## config.mk

```make
export PLATFORM = sky130hd
export DESIGN_NAME = paral_serial_tx_flat
export DESIGN_NICKNAME = d
export VERILOG_FILES = /design/src/rtl/paral_serial_tx_pkg.sv /design/src/rtl/paral_serial_tx_if.sv /design/src/rtl/paral_serial_tx_lane.sv /design/src/rtl/paral_serial_tx.sv /design/src/flat_wrapper.sv
export SDC_FILE = /design/constraint.sdc
export NUM_CORES = 1
export LEC_CHECK = 0
export ABC_CLOCK_PERIOD_IN_PS = 1800
export CAP_MARGIN = 20
export CORE_ASPECT_RATIO = 1.2
export CORE_MARGIN = 5
export CORE_UTILIZATION = 47
export DETAILED_ROUTE_END_ITERATION = 12
export PLACE_DENSITY_LB_ADDON = 0.08
export SLEW_MARGIN = 20
export SYNTH_ARGS = -nofsm -noshare
export SYNTH_HDL_FRONTEND = slang
export SYNTH_SLANG_ARGS = --single-unit
export TNS_END_PERCENT = 10
```

## constraint.sdc

```tcl
create_clock -name clk8f -period 1.8 [get_ports clk8f]
set_input_delay 0.54 -clock clk8f [delete_from_list [all_inputs] [get_ports clk8f]]
set_output_delay 0.54 -clock clk8f [all_outputs]
set_load 0.03 [all_outputs]
```

## src/rtl/paral_serial_tx_pkg.sv

```systemverilog
// Shared constants and types for the two-lane parallel-to-serial transmitter.
package paral_serial_tx_pkg;

    localparam int unsigned DATA_SIZE  = 8;
    localparam int unsigned CNT_W      = $clog2(DATA_SIZE);
    localparam int unsigned SYNC_WORDS = 4;
    localparam int unsigned SYNC_W     = $clog2(SYNC_WORDS + 1);
    localparam int unsigned POP_BIT    = DATA_SIZE - 2;

    localparam logic [DATA_SIZE-1:0] IDLE_WORD = 8'hBC;

    typedef enum logic {
        SYNC   = 1'b0,
        ACTIVE = 1'b1
    } tx_state_e;

    // Converts a bit position into a value of the bit-counter width.
    function automatic logic [CNT_W-1:0] cnt_const(input int unsigned v);
        return CNT_W'(v);
    endfunction

endpackage

```

## src/rtl/paral_serial_tx_if.sv

```systemverilog
// FIFO-side bundle of the transmitter: read data, empty flags and pop strobes
// for both lanes.
interface paral_serial_tx_if;
    import paral_serial_tx_pkg::*;

    logic [DATA_SIZE-1:0] data_in0;
    logic [DATA_SIZE-1:0] data_in1;
    logic                 empty0;
    logic                 empty1;
    logic                 pop_0;
    logic                 pop_1;

    // Transmitter side: issues pops, consumes data and empty status.
    modport master (
        output pop_0,
        output pop_1,
        input  data_in0,
        input  data_in1,
        input  empty0,
        input  empty1
    );

    // FIFO side: supplies data and empty status, observes pops.
    modport slave (
        input  pop_0,
        input  pop_1,
        output data_in0,
        output data_in1,
        output empty0,
        output empty1
    );
endinterface

```

## src/rtl/paral_serial_tx_lane.sv

```systemverilog
// One transmit lane: MSB-first shift register, idle/data load mux and the
// registered "popped this word" flag that selects data on the next load.
module tx_lane
    import paral_serial_tx_pkg::*;
(
    input  logic                 clk8f,
    input  logic                 reset,
    input  logic [CNT_W-1:0]     bit_cnt,
    input  logic                 pop_en,
    input  logic                 empty,
    input  logic [DATA_SIZE-1:0] data_in,
    output logic                 out,
    output logic                 pop
);

    localparam logic [CNT_W-1:0] POP_IDX  = cnt_const(POP_BIT);
    localparam logic [CNT_W-1:0] LOAD_IDX = cnt_const(DATA_SIZE - 1);

    logic [DATA_SIZE-1:0] sh_r;
    logic                 popped_r;
    logic                 pop_s;

    // Pop is requested only in the bit POP_IDX slot, so at most once per word;
    // the FIFO answers during the last bit slot, just before the load edge.
    assign pop_s = pop_en && !empty && (bit_cnt == POP_IDX);
    assign pop   = pop_s;
    assign out   = sh_r[DATA_SIZE-1];

    // Remember whether this word's pop slot fetched a word for the next load.
    always_ff @(posedge clk8f or negedge reset) begin
        if (!reset) begin
            popped_r <= 1'b0;
        end else if (bit_cnt == POP_IDX) begin
            popped_r <= pop_s;
        end else begin
            popped_r <= popped_r;
        end
    end

    // Shift register: load FIFO data or the idle word at the word boundary,
    // otherwise shift MSB-first.
    always_ff @(posedge clk8f or negedge reset) begin
        if (!reset) begin
            sh_r <= {DATA_SIZE{1'b0}};
        end else if (bit_cnt == LOAD_IDX) begin
            sh_r <= popped_r ? data_in : IDLE_WORD;
        end else begin
            sh_r <= {sh_r[DATA_SIZE-2:0], 1'b0};
        end
    end

endmodule

```

## src/rtl/paral_serial_tx.sv

```systemverilog
// Two-lane parallel-to-serial transmitter. Sends SYNC_WORDS idle words after
// reset, then each lane streams FIFO words or idles when its FIFO is empty.
module paral_serial_tx
    import paral_serial_tx_pkg::*;
(
    input  logic              clk8f,
    input  logic              reset,
    paral_serial_tx_if.master fifo,
    output logic              out0,
    output logic              out1,
    output logic              active
);

    localparam logic [CNT_W-1:0]  LAST_BIT  = cnt_const(DATA_SIZE - 1);
    localparam logic [SYNC_W-1:0] SYNC_DONE = SYNC_W'(SYNC_WORDS);

    logic [CNT_W-1:0]  bit_cnt_r;
    logic [SYNC_W-1:0] sync_cnt_r;
    logic [SYNC_W-1:0] sync_cnt_nxt_s;
    tx_state_e         state_r;
    tx_state_e         state_nxt_s;
    logic              active_r;
    logic              active_nxt_s;
    logic              load_s;
    logic              pop_en_s;

    assign load_s   = (bit_cnt_r == LAST_BIT);
    // The pop slot of the last forced idle word is already allowed, so the
    // first data word follows the sync sequence without a gap.
    assign pop_en_s = (state_r == ACTIVE) || (sync_cnt_r == SYNC_DONE);
    assign active   = active_r;

    // Shared bit counter keeps both lanes word-aligned; starts at the last
    // bit so the first edge after reset is a load edge.
    always_ff @(posedge clk8f or negedge reset) begin
        if (!reset) begin
            bit_cnt_r <= LAST_BIT;
        end else begin
            bit_cnt_r <= bit_cnt_r + cnt_const(1);
        end
    end

    // FSM state, sync word counter and active flag registers.
    always_ff @(posedge clk8f or negedge reset) begin
        if (!reset) begin
            state_r    <= SYNC;
            sync_cnt_r <= {SYNC_W{1'b0}};
            active_r   <= 1'b0;
        end else begin
            state_r    <= state_nxt_s;
            sync_cnt_r <= sync_cnt_nxt_s;
            active_r   <= active_nxt_s;
        end
    end

    // Next-state logic: count forced idle loads, go ACTIVE on the load that
    // starts the first word after the sync sequence.
    always_comb begin
        state_nxt_s    = state_r;
        sync_cnt_nxt_s = sync_cnt_r;
        active_nxt_s   = active_r;
        case (state_r)
            SYNC: begin
                if (load_s && (sync_cnt_r == SYNC_DONE)) begin
                    state_nxt_s  = ACTIVE;
                    active_nxt_s = 1'b1;
                end else if (load_s) begin
                    sync_cnt_nxt_s = sync_cnt_r + SYNC_W'(1'b1);
                end else begin
                    sync_cnt_nxt_s = sync_cnt_r;
                end
            end
            ACTIVE: begin
                state_nxt_s  = ACTIVE;
                active_nxt_s = 1'b1;
            end
            default: begin
                state_nxt_s  = SYNC;
                active_nxt_s = 1'b0;
            end
        endcase
    end

    tx_lane u_lane0 (
        .clk8f   (clk8f),
        .reset   (reset),
        .bit_cnt (bit_cnt_r),
        .pop_en  (pop_en_s),
        .empty   (fifo.empty0),
        .data_in (fifo.data_in0),
        .out     (out0),
        .pop     (fifo.pop_0)
    );

    tx_lane u_lane1 (
        .clk8f   (clk8f),
        .reset   (reset),
        .bit_cnt (bit_cnt_r),
        .pop_en  (pop_en_s),
        .empty   (fifo.empty1),
        .data_in (fifo.data_in1),
        .out     (out1),
        .pop     (fifo.pop_1)
    );

endmodule

```

## src/flat_wrapper.sv

```systemverilog
// flat-port wrapper written by rule: the top's interface ports become plain ports
module paral_serial_tx_flat import paral_serial_tx_pkg::*;
  (clk8f, reset, out0, out1, active, fifo_pop_0, fifo_pop_1, fifo_data_in0, fifo_data_in1, fifo_empty0, fifo_empty1);
  paral_serial_tx_if fifo_i ();
  input  logic clk8f;
  input  logic reset;
  output logic out0;
  output logic out1;
  output logic active;
  output wire logic [$bits(fifo_i.pop_0)-1:0] fifo_pop_0;
  output wire logic [$bits(fifo_i.pop_1)-1:0] fifo_pop_1;
  input wire logic [$bits(fifo_i.data_in0)-1:0] fifo_data_in0;
  input wire logic [$bits(fifo_i.data_in1)-1:0] fifo_data_in1;
  input wire logic [$bits(fifo_i.empty0)-1:0] fifo_empty0;
  input wire logic [$bits(fifo_i.empty1)-1:0] fifo_empty1;
  assign fifo_pop_0 = fifo_i.pop_0;
  assign fifo_pop_1 = fifo_i.pop_1;
  assign fifo_i.data_in0 = fifo_data_in0;
  assign fifo_i.data_in1 = fifo_data_in1;
  assign fifo_i.empty0 = fifo_empty0;
  assign fifo_i.empty1 = fifo_empty1;
  paral_serial_tx u_core (.clk8f(clk8f), .reset(reset), .fifo(fifo_i), .out0(out0), .out1(out1), .active(active));
endmodule
```

# Word level (Yosys, flattened, before mapping)
# Index checks and enable logic that the tools add are counted.
classes:
  addsub: 2
  n_eq_ne: 4
  muxes: 8
  bitwise: 2
  reduce_logical: 9
op_table:
  columns: ["cell", "n"]
  rows:
  - ["8-bit two-way mux", 4]
  - ["3-bit == test (second input constant)", 3]
  - ["3-bit by 1-bit adder with 3-bit output (second input constant)", 2]
  - ["1-bit logical AND", 5]
  - ["1-bit one-hot mux with 2 select lines", 2]
  - ["3-bit AND reduction", 1]
  - ["1-bit logical NOT", 2]
  - ["1-bit two-way mux", 2]
  - ["2-bit by 1-bit inequality test with 1-bit output (second input constant)", 1]
  - ["1-bit inverter", 2]
  - ["1-bit logical OR", 1]
word_totals:
  register_bits: 26
  input_bits: 20
  output_inout_bits: 5
  wordCells: 33

# Depth between registers and ports, before layout
logic_depth:
  ltp_word: 4
  mapped_depth: 6
  mapped_depth_nobuf: 5

# Modules after synthesis
# A second synthesis with hierarchy kept.
unflattened:
  cells_unflattened: 102
  hier_area_um2: 1152.4
modules_own_cells:
  columns: ["mod", "n_inst", "cells_per_inst", "area_each_um2", "seq_area_each_um2"]
  rows:
  - ["tx_lane", 2, 38, 400.4, 225.2]
  - ["paral_serial_tx", 1, 26, 351.6, 203.9]

# Worst setup path before layout
# Ideal clock, no wire load.
synth_timing:
  kind: "register to output"
  startpoint: "reg u_core.bit_cnt_r[1]"
  endpoint: "out fifo_pop_0"
  arrival_ps: 1471
  t_required_ps: 1260
  setup_slack_ps: -211
  stages_incl_launch_ff: 4
  n_path_buf: 0
  cell_sequence: "dfstp_2 > ha_1 > nand2_1 > nor3_1"
synth_via:
  elab_chain_cells: 2
synth_lines:
  columns: ["item", "line", "source"]
  rows:
  - ["start: declaration", "paral_serial_tx.sv:17", "logic [CNT_W-1:0] bit_cnt_r;"]
  - ["start signal: assignment", "paral_serial_tx.sv:39", "bit_cnt_r <= bit_cnt_r + cnt_const(1);"]
  - ["3-bit == test", "paral_serial_tx_lane.sv:25", "assign pop_s = pop_en && !empty && (bit_cnt == POP_IDX);"]
  - ["1-bit logical AND", "paral_serial_tx_lane.sv:25", null]
  - ["end: declaration", "flat_wrapper.sv:10", "output wire logic [$bits(fifo_i.pop_0)-1:0] fifo_pop_0;"]
# Every way passes these cells.

# Worst setup path after layout
layout_timing:
  startpoint: "reg u_core.bit_cnt_r[1]"
  endpoint: "out fifo_pop_1"
layout_via:
  elab_chain_cells: 2
layout_lines:
  columns: ["item", "line", "source"]
  rows:
  - ["3-bit == test", "paral_serial_tx_lane.sv:25", null]
  - ["1-bit logical AND", "paral_serial_tx_lane.sv:25", null]
  - ["end: declaration", "flat_wrapper.sv:11", "output wire logic [$bits(fifo_i.pop_1)-1:0] fifo_pop_1;"]
# Every way passes these cells.

==> flow_summary.json <==
{
  "status": "finished with violations",
  "violations": "negative setup slack",
  "ys_seq_area_frac": 0.637,
  "grt_remaining_overflow": 0,
  "num_rows": 18,
  "finalClockSkew_ns": 0.00219,
  "ctsHtreeMaxLevel": 1,
  "cts-root-buf": "clkbuf_4",
  "synth_ff_type": "dfrtp_1",
  "dr.pass1.iters": 4,
  "async_flop_share": 1.00,
  "synth.cell_area_sq_mm": 0.00103,
  "hold_viol_final": 0,
  "timing.final.crit_share": 1.07,
  "rsz0062_at_grt": "yes",
  "met2_usage": 0.225,
  "period_needed_ns": 1.92,
  "cts_hold_buf": 0,
  "drt-wirelength-per-cell_microns": 12.7,
  "slew_violations": 0,
  "first_iter_violations": 5,
  "synthDominantCellAreaShare": 0.560,
  "clock-sinks": 26,
  "cts_buffers": 3,
  "synth_nets": 107,
  "cellLeakagePower_nw": 0.653,
  "crit_arrival_ns": 1.38,
  "placed_area_sq_mm": 0.00132,
  "yosysTopAreaCell": "dfrtp_1",
  "gr-max-usage-layer": "met2",
  "die_w_microns": 52.7,
  "crit_type": "flop to output port",
  "fp.dieH_microns": 61.2,
  "place.gp.congestion": 0.686,
  "vias": 712,
  "die-area_sq_mm": 0.00322,
  "cap_violations": 0,
  "ir_drop_v": 0.000520,
  "grt_pass1_wl_microns": 3430,
  "slowest_stage": "dfstp_2",
  "worstMarginPinSlew_ns": 0.319,
  "drc": 0,
  "min_path_type": "flop to flop",
  "port_buffers": 24,
  "synth-edff-count": 0,
  "synthTopCellsByArea": "dfrtp_1, dfstp_2, o22a_1",
  "clockBufferDepth": 2,
  "worst_slack_ns": -0.119,
  "finalPower_w": 0.000937,
  "final_area_sq_mm": 0.00145,
  "layout_common_cells": "dfrtp_1, clkdlybuf4s50_1, buf_4",
  "first_global_vias": 772,
  "yosysWarnings": 0,
  "vias_per_cell": 4.84,
  "nets": 143,
  "drive_gt1_frac": 0.265,
  "cts_tree": "yes",
  "final_common_cell": "dfrtp_1",
  "use_met1": 0.200,
  "cp_cell_sequence": "ha_4, nand2_4, nor3_4, buf_6",
  "endpoint_kind": "output port",
  "syn_inst": 82,
  "fmax_ghz": 0.521,
  "setup_violations": 2,
  "avgSynthCellArea_sq_um": 12.5,
  "grt_max_degree": 27,
  "cts.clk_slew.worst_paths_ns": 0.13,
  "ios": 25,
  "grt_use_total": 0.143,
  "critPathMaxFanout": 3,
  "use_met3": 0.0242,
  "ys_ff_latch": 26,
  "max_slew_margin": 0.787,
  "cp-start-kind": "flop",
  "max_stage_delay_ns": 0.58,
  "core_sq_mm": 0.00207,
  "wirelength_microns": 1860,
  "synthToLayoutAreaGrowth_pct": 41.5,
  "insertion_delay_ns": 0.31,
  "ant_nets": 0,
  "start_util": 0.496,
  "antenna_found_initial": 0,
  "n_antenna_cell": 0,
  "power_density_mw_per_mm2": 645,
  "synth.lib_cells_used.distinct": 23,
  "place_hpwl_microns": 1300,
  "required_ns": 1.26,
  "hold_ws_ns": 0.488
}
## timing repair
action	CTS	global route
pin swaps	2	4
endpoints found under the setup margin	5	2
setup buffers	2	3
resized for setup	14	5
## worst max-delay path, delay by kind of cell, from the launching register on
kind                       cells  cell delay, ns
buffers and inverters          1            0.16
and+or+nand+nor                2            0.20
DFF                            1            0.58
adders and majority gates      1            0.14
## power by group
group | switching, W | total (W) | internal, W
clock network | 0.000162 | 0.000249 | 0.0000864
logic | 0.0000280 | 0.0000787 | 0.0000506
registers | 0.00000794 | 0.000610 | 0.000602
total | 0.000198 | 0.000937 | 0.000739
## through the flow
stage               TNS, ns  setup slack (ns)  utilization  std cells
floorplan            -0.422            -0.211            -         82
global placement     -0.218            -0.109        0.637        138
detailed placement   -0.238            -0.121        0.637        138
CTS                  -0.366            -0.186        0.681        144
global route         -0.386            -0.202        0.702        147
finish               -0.233            -0.119        0.702        147
## state kept, by name, indices dropped and copies added (netlist names)
register / flops
u_core.u_lane0.popped_r: 1
u_core.bit_cnt_r: 3
u_core.u_lane0.sh_r: 8
u_core.state_r: 1
u_core.active: 1
u_core.u_lane1.popped_r: 1
u_core.sync_cnt_r: 3
u_core.u_lane1.sh_r: 8
## path summary, 6_finish.rpt
kind | from | endpoint | slack (ns) | cells past startpoint
worst max-delay path | u_core.bit_cnt_r[1]$_DFF_PN1_ | fifo_pop_1 | -0.12 | 4
worst min-delay path | u_core.u_lane1.sh_r[1]$_DFF_PN0_ | u_core.u_lane1.sh_r[2]$_DFF_PN0_ | 0.49 | 1
worst max register to register | u_core.bit_cnt_r[1]$_DFF_PN1_ | u_core.active$_DFFE_PN0P_ | 0.24 | 5
worst min register to register | u_core.u_lane1.sh_r[1]$_DFF_PN0_ | u_core.u_lane1.sh_r[2]$_DFF_PN0_ | 0.49 | 1
max in group asynchronous | reset | u_core.bit_cnt_r[0]$_DFF_PN1_ | 0.93 | 2
min in group asynchronous | reset | u_core.u_lane0.sh_r[3]$_DFF_PN0_ | 0.58 | 2
## cell families after synthesis
group                      count (synthesis)  share of synthesized area
and+or+nand+nor                           17                     0.0877
AOI/OAI and AO/OA                         20                      0.141
buffers and inverters                     12                     0.0499
DFF                                       26                      0.637
xor gates and xnor gates                   1                    0.00853
muxes                                      1                     0.0146
adders and majority gates                  5                     0.0609
## synthesized netlist by cell type (2+ instances only)
cell     count
a31oi_1      2
dfstp_2      3
nor3_1       2
and3_1       2
o22a_1       9
dfrtp_1     23
a21o_1       2
buf_2        2
a21oi_1      2
inv_1        9
nand2_1      4
nand3_1      4
o21ai_0      4
ha_1         5
## area by class of cell
type                            count  area (sq um)
Sequential cell                    26           654
Fill cell                         173           618
Multi-Input combinational cell     44           388
Timing Repair Buffer               34           314
Tap cell                           30          37.5
Inverter                            9          33.8
Clock buffer                        4          26.3
## per-layer routing
metal	part of all wire	up-vias
met1	0.47	339
met4	0.0065	0
met2	0.48	18
li1	-	353
met5	0	-
met3	0.043	2
Note: power is estimated with default switching activity, not from simulation.
